### src/rtl/addsub_mw_seq.sv
// Multi-word add/subtract sequencer: drives one shared 16-bit add/sub unit
// one word per cycle, LSW first, chaining the carry through a register.
module addsub_mw_seq #(
   parameter int unsigned WORDS = 4,
   parameter int unsigned CW    = 4
) (
   input  logic                  clk,
   input  logic                  rst,
   input  logic                  start,
   input  logic                  sub,
   input  logic [16*WORDS-1:0]   op_a,
   input  logic [16*WORDS-1:0]   op_b,
   output logic                  busy,
   output logic                  done,
   output logic [16*WORDS-1:0]   result,
   output logic                  carry_out,
   output logic                  overflow,
   output logic                  zero,
   output logic [15:0]           au_inA,
   output logic [15:0]           au_inB,
   output logic                  au_c_in,
   output logic                  au_sel,
   input  logic [15:0]           au_out,
   input  logic                  au_c_out
);

   localparam int unsigned W = 16 * WORDS;

   localparam logic [1:0] ST_IDLE = 2'd0;
   localparam logic [1:0] ST_RUN  = 2'd1;
   localparam logic [1:0] ST_DONE = 2'd2;

   localparam logic [CW-1:0] LAST_IDX = CW'(WORDS - 1);

   logic [1:0]    state_q, state_d;
   logic [CW-1:0] idx_q, idx_d;
   logic          carry_q, carry_d;
   logic          sub_q, sub_d;
   logic [W-1:0]  a_q, a_d;
   logic [W-1:0]  b_q, b_d;
   logic [W-1:0]  result_q, result_d;
   logic          carry_out_q, carry_out_d;
   logic          overflow_q, overflow_d;
   logic          zero_q, zero_d;

   logic [CW-1:0] idx_eff;
   logic [15:0]   word_a, word_b;
   logic          accept;

   // Outside RUN the index sits one past the last word; clamp it so the unit
   // inputs keep showing the last word processed.
   always_comb begin
      idx_eff = (idx_q > LAST_IDX) ? LAST_IDX : idx_q;
      word_a  = '0;
      word_b  = '0;
      for (int unsigned w = 0; w < WORDS; w++) begin
         if (idx_eff == CW'(w)) begin
            word_a = a_q[16*w +: 16];
            word_b = b_q[16*w +: 16];
         end
      end
   end

   assign au_inA  = word_a;
   assign au_inB  = word_b;
   assign au_sel  = sub_q;
   assign au_c_in = carry_q;

   assign accept = start && (state_q != ST_RUN);

   always_comb begin
      state_d     = state_q;
      idx_d       = idx_q;
      carry_d     = carry_q;
      sub_d       = sub_q;
      a_d         = a_q;
      b_d         = b_q;
      result_d    = result_q;
      carry_out_d = carry_out_q;
      overflow_d  = overflow_q;
      zero_d      = zero_q;

      case (state_q)
         ST_RUN: begin
            for (int unsigned w = 0; w < WORDS; w++) begin
               if (idx_q == CW'(w)) begin
                  result_d[16*w +: 16] = au_out;
               end
            end
            carry_d = au_c_out;
            idx_d   = idx_q + CW'(1);
            if (idx_q == LAST_IDX) begin
               // Lower words were cleared at accept and filled in order.
               carry_out_d = au_c_out;
               overflow_d  = (a_q[W-1] == (b_q[W-1] ^ sub_q)) &&
                             (au_out[15] != a_q[W-1]);
               zero_d      = (au_out == '0) && (result_q[W-17:0] == '0);
               state_d     = ST_DONE;
            end
         end
         ST_DONE: state_d = ST_IDLE;
         default: state_d = ST_IDLE;
      endcase

      if (accept) begin
         a_d         = op_a;
         b_d         = op_b;
         sub_d       = sub;
         idx_d       = '0;
         carry_d     = sub;
         result_d    = '0;
         carry_out_d = 1'b0;
         overflow_d  = 1'b0;
         zero_d      = 1'b0;
         state_d     = ST_RUN;
      end
   end

   always_ff @(posedge clk) begin
      if (rst) begin
         state_q     <= ST_IDLE;
         idx_q       <= '0;
         carry_q     <= 1'b0;
         sub_q       <= 1'b0;
         a_q         <= '0;
         b_q         <= '0;
         result_q    <= '0;
         carry_out_q <= 1'b0;
         overflow_q  <= 1'b0;
         zero_q      <= 1'b0;
      end else begin
         state_q     <= state_d;
         idx_q       <= idx_d;
         carry_q     <= carry_d;
         sub_q       <= sub_d;
         a_q         <= a_d;
         b_q         <= b_d;
         result_q    <= result_d;
         carry_out_q <= carry_out_d;
         overflow_q  <= overflow_d;
         zero_q      <= zero_d;
      end
   end

   assign busy      = (state_q == ST_RUN);
   assign done      = (state_q == ST_DONE);
   assign result    = result_q;
   assign carry_out = carry_out_q;
   assign overflow  = overflow_q;
   assign zero      = zero_q;

endmodule

### config.mk
export PLATFORM = sky130hd
export DESIGN_NAME = addsub_mw_seq
export DESIGN_NICKNAME = d
export VERILOG_FILES = /design/src/rtl/addsub_mw_seq.sv
export SDC_FILE = /design/constraint.sdc
export NUM_CORES = 1
export LEC_CHECK = 0
export ABC_CLOCK_PERIOD_IN_PS = 2800
export BUFFER_PORTS_ARGS = -buffer_cell sky130_fd_sc_hd__buf_2
export CORE_AREA = 2 2 184 186
export CTS_CLUSTER_DIAMETER = 200
export DETAILED_ROUTE_END_ITERATION = 12
export DIE_AREA = 0 0 186 188
export GPL_TIMING_DRIVEN = 0
export SETUP_SLACK_MARGIN = 0.02
export SLEW_MARGIN = 10
export SYNTH_ARGS = -nofsm -noshare
export SYNTH_HDL_FRONTEND = slang
export SYNTH_SLANG_ARGS = --single-unit
### constraint.sdc
create_clock -name clk -period 2.8 [get_ports clk]
set_input_delay 0.14 -clock clk [delete_from_list [all_inputs] [get_ports clk]]
set_output_delay 0.14 -clock clk [all_outputs]
set_load 0.02 [all_outputs]
-- After elaboration in Yosys (flattened, before gate mapping)
Cells that the tools add are included.
- add/subtract/negate cells: 1
- order comparisons: 1
- equality and inequality tests: 12
- muxes and demuxes: 14
- bitwise logic cells: 2
- reduce and logical (&&, ||, !) cells: 14
- operators by type and width (cell ; count):
    16-bit 2-to-1 mux ; 8
    48-bit logical NOT ; 1
    4-bit by 2-bit equality test with 1-bit output, second input constant ; 4
    16-bit logical NOT ; 1
    4-bit by 1-bit equality test with 1-bit output, second input constant ; 2
    4-bit logical NOT ; 2
    2-bit AND reduction ; 4
    1-bit 2-to-1 mux ; 5
    4-bit by 1-bit adder with 4-bit output, second input constant ; 1
    4-bit by 2-bit greater-than comparator with 1-bit output, second input constant ; 1
    4-bit 2-to-1 mux ; 1
    1-bit logical AND ; 3
    3-bit by 1-bit inequality test with 1-bit output, second input constant ; 1
    3-bit OR reduction ; 1
    2-bit by 1-bit equality test with 1-bit output, second input constant ; 1
    2-bit equality test, second input constant ; 1
    2-bit by 1-bit inequality test with 1-bit output, second input constant ; 1
    2-bit nonzero test ; 1
    2-bit OR reduction ; 1
    1-bit equality test ; 1
    1-bit inequality test ; 1
    1-bit NOT ; 1
    1-bit bitwise XOR ; 1
- register bits: 203
- output and inout port bits: 103
- logic and storage cells: 58

-- Depth between registers and ports, before layout
- depth after elaboration: 7
- depth in mapped cells: 8

-- Worst setup path before layout
No wires, ideal clock.
- kind: reg2out
- start: reg idx_q[1]
- end: out au_inA[0]
- data arrival time: 1504 ps
- required time: 2660 ps
- slack: 1156 ps
- cell stages (with the launch flop): 7
- buffers on the path: 2
- path through: dfxtp_1 buf_2 nor4b_2 clkbuf_1 nand2_1 o2bb2ai_1 nand2_1
- cells in the longest elaborated chain, start to end: 7
- elaborated cells on any way between the ends: 10
- RTL lines (what ; RTL line ; text):
    start, declared ; 36 ; logic [CW-1:0] idx_q, idx_d;
    start signal, assigned ; 133 ; idx_q <= idx_d;
    4-bit by 2-bit greater-than comparator with 1-bit output ; 53 ; idx_eff = (idx_q > LAST_IDX) ? LAST_IDX : idx_q;
    4-bit 2-to-1 mux * ; 53 ;
    4-bit logical NOT ; 57 ; if (idx_eff == CW'(w)) begin
    16-bit 2-to-1 mux (3 in series) ; 57 ;
    16-bit 2-to-1 mux * ; 57 ;
    end, declared ; 19 ; output logic [15:0] au_inA,
Every way passes the cells marked *; elsewhere a longest branch is shown, timed or not.

-- Final worst setup path
- start: reg idx_q[2]
- end: out au_inA[4]
The elaborated chain is that of the path after synthesis.

==> results.py <==
metrics = {
    "die": {
        "io_pins": 252,
        "die_y_um": 188,
        "std_cell_rows": 67,
        "core_um2": 33110,
        "die-area_um2": 34970,
        "fp.dieW_um": 186,
        "start_util": 0.2463,
    },
    "grt": {
        "grt_usage": 0.1787,
        "antenna_found_initial": 2,
        "grt_pass1_vias": 8778,
        "grt_pass1_wl_mm": 48.29,
        "grt_max_degree": 14,
        "grt_overflow": 0,
    },
    "worst_setup_path": {
        "worstPathRequired_ps": 2660,
        "crit_type": "flip-flop to primary output",
        "cpMostUsedCell": "clkbuf_1",
        "cp.arrival_ps": 2430,
        "path_cells": "clkbuf_1 -> nor3_4 -> buf_4 -> clkbuf_1 -> o21ai_0 -> o2bb2ai_1 -> nand2_1 -> buf_2",
        "slowest_stage": "clkbuf_1",
        "cp_max_fo": 10,
        "endpoint_kind": "primary output",
        "critPathMaxStageDelay_ps": 370,
        "cp-start-kind": "flip-flop",
    },
    "detailed_routing": {
        "drt_iter0_drc": 425,
        "antenna_left": 0,
        "drt-vias-per-instance": 4.644,
        "drc_errors": 0,
        "topRoutingLayerUsed": "met4",
        "wl_mm": 32.69,
        "drt-met1-wl_mm": 14.25,
        "detailroute.via_count": 9255,
        "firstDrtPassIters": 5,
        "wl_per_cell_um": 16.40,
        "wl_met2_mm": 15.00,
        "wl_met3_mm": 2.204,
    },
    "placement": {
        "dp_hpwl_mm": 23.10,
        "gp_congestion": 0.8550,
        "pre_cts_ws_ps": 69.17,
        "io_buffer_count": 250,
    },
    "clock_network": {
        "cts_buffers": 24,
        "cts_tree": "done",
        "clk_pin_slew_ps": 60,
        "cts.sinks": 203,
        "htreeDepth": 1,
        "clk_path_buf_depth": 3,
        "insertion_delay_ps": 530,
        "cts_root_buffer": "clkbuf_16",
    },
    "timing": {
        "max_slew.worst_pin.slew_ps": 717.1,
        "slew_headroom": 0.5219,
        "fin_setup_tns_ps": 0,
        "rsz0062_at_grt": "false",
        "maxSlewViolCount": 0,
        "min_period_over_period": 0.9189,
        "final-setup-viol-count": 0,
        "hold_viol": 0,
        "fmax_mhz": 388.7,
        "clock_skew_ps": 24.04,
        "setup_ws_ps": 227.1,
        "post-route-min-period_ps": 2573,
    },
    "synthesis": {
        "synth.distinct_cells": 31,
        "synth_top_area_cell": "dfxtp_1",
        "syn-cell-area_um2": 8155,
        "ys_ff_latch": 203,
        "syn_inst": 1098,
        "ys_warn_count": 0,
        "synthFlopType": "dfxtp_1",
        "synth_edf_count": 0,
        "async_flop_share": 0,
        "synth_most_common_cell": "nand2_1",
        "syn_nets": 1251,
        "ys_top_cells_by_count": "445 x nand2_1, 203 x dfxtp_1, 196 x a21oi_1",
        "synth.avg_cell_area_um2": 7.427,
        "synth_area_leaders": "dfxtp_1 50%, nand2_1 20%, a21oi_1 12%",
        "yosysTopAreaCellShare": 0.4983,
        "yosysSeqAreaShare": 0.4983,
    },
    "power": {
        "powerDensity_nw_per_um2": 588.3,
        "leakage_nw": 5.164,
        "peakVddDrop_mv": 0.3829,
    },
    "status": {
        "outcome": "finished, final reports clean",
    },
    "min_path": {
        "hp-class": "input pin to flip-flop",
    },
    "finish": {
        "syn_to_final_growth_pct": 51.07,
        "drive_gt1_frac": 0.2165,
        "fin_nets": 1678,
    },
    "job": {
        "drv_cap": 0,
    },
}
[flip-flops by register name (all words and copies together) (netlist names)]
name,cells
au_c_in,1
result,64
b_q,64
state_q,2
carry_out,1
a_q,64
overflow,1
idx_q,4
zero,1
au_sel,1
[report_power, final]
group          total, mW  leakage [nW]  switching, mW  internal (mW)
registers           3.08          1.66         0.0695           3.01
logic              0.983          3.10          0.566          0.417
clock network       3.18         0.403           1.28           1.90
[through the flow]
step / total power [mW] / area [um^2] / utilization / hold WS, ps / cells
after floorplan: 3.578 / 8155 / - / 276.0 / 1098
after global placement: 3.941 / 9967 / 0.3010 / 385.0 / 1796
after detailed placement: 3.950 / 9967 / 0.3010 / 386.6 / 1796
after CTS: 7.316 / 12290 / 0.3713 / 243.4 / 1989
after global routing: 7.539 / 12320 / 0.3721 / 288.5 / 1993
final: 7.248 / 12320 / 0.3721 / 251.3 / 1993
[cell type report]
class | instances | area [um^2]
Fill cell | 3431 | 20790
Clock inverter | 12 | 131.4
Antenna cell | 2 | 5.005
Tap cell | 448 | 560.5
Inverter | 4 | 15.01
Timing Repair Buffer | 401 | 2753
Multi-Input combinational cell | 806 | 3744
Sequential cell | 203 | 4064
Clock buffer | 32 | 680.7
Buffer | 85 | 367.9
[routing by layer]
layer  vias to the layer above  GRT usage
li1                       4524          -
met1                      4269     0.2312
met2                       387     0.2958
met3                        75    0.03069
met4                         0    0.06693
met5                         -          0
[critical path: cells and delay by family (launching register included)]
kind	cells	cell delay, ps
AOI/OAI and AO/OA	2	440
DFF	1	290
and+or+nand+nor	2	240
buffers and inverters	4	930
[path summary, 6_finish.rpt]
| check | from | slack [ps] | depth (start not counted) | endpoint |
|---|---|---|---|---|
| setup / recovery | idx_q[2] | 230 | 8 | au_inA[4] |
| hold / removal | rst | 250 | 3 | state_q[1] |
| setup reg to reg | idx_q[1] | 560 | 8 | result[28] |
| hold reg to reg | b_q[13] | 450 | 2 | b_q[13] |
[kinds of logic (layout without fill, tap and decap cells)]
logic type / after synthesis / in the layout / synth area share
AO/OA/AOI/OAI: 263 / 263 / 0.1780
XOR/XNOR: 3 / 3 / 0.003222
adder cells (fa/ha/maj): 4 / 4 / 0.006137
buffers and inverters: 89 / 534 / 0.04557
flip-flops: 203 / 203 / 0.4983
multiplexers: 2 / 2 / 0.002608
other: 0 / 2 / 0
AND/OR/NAND/NOR: 534 / 534 / 0.2662
[layout by cell type, fill, tap and decap left out, drive strengths merged, types with 5 or more instances in the layout]
cell type	n
nand4	5
buf	281
o2bb2ai	31
nor4	16
o21ai	32
nand3	48
dfxtp	203
a21oi	196
nand2	445
inv	6
clkbuf	90
nor2	9
dlygate4sd3	147
clkinv	7
[what timing repair did]
action                                 in CTS  in global routing
buffers inserted                            2                  2
gates resized for setup                     8                 10
endpoints found under the hold margin     197                  0
hold buffers                              147                  0
pin swaps                                   1                  0
setup endpoints to repair                  32                 24
No activity file was read; power rests on OpenSTA's default activity.
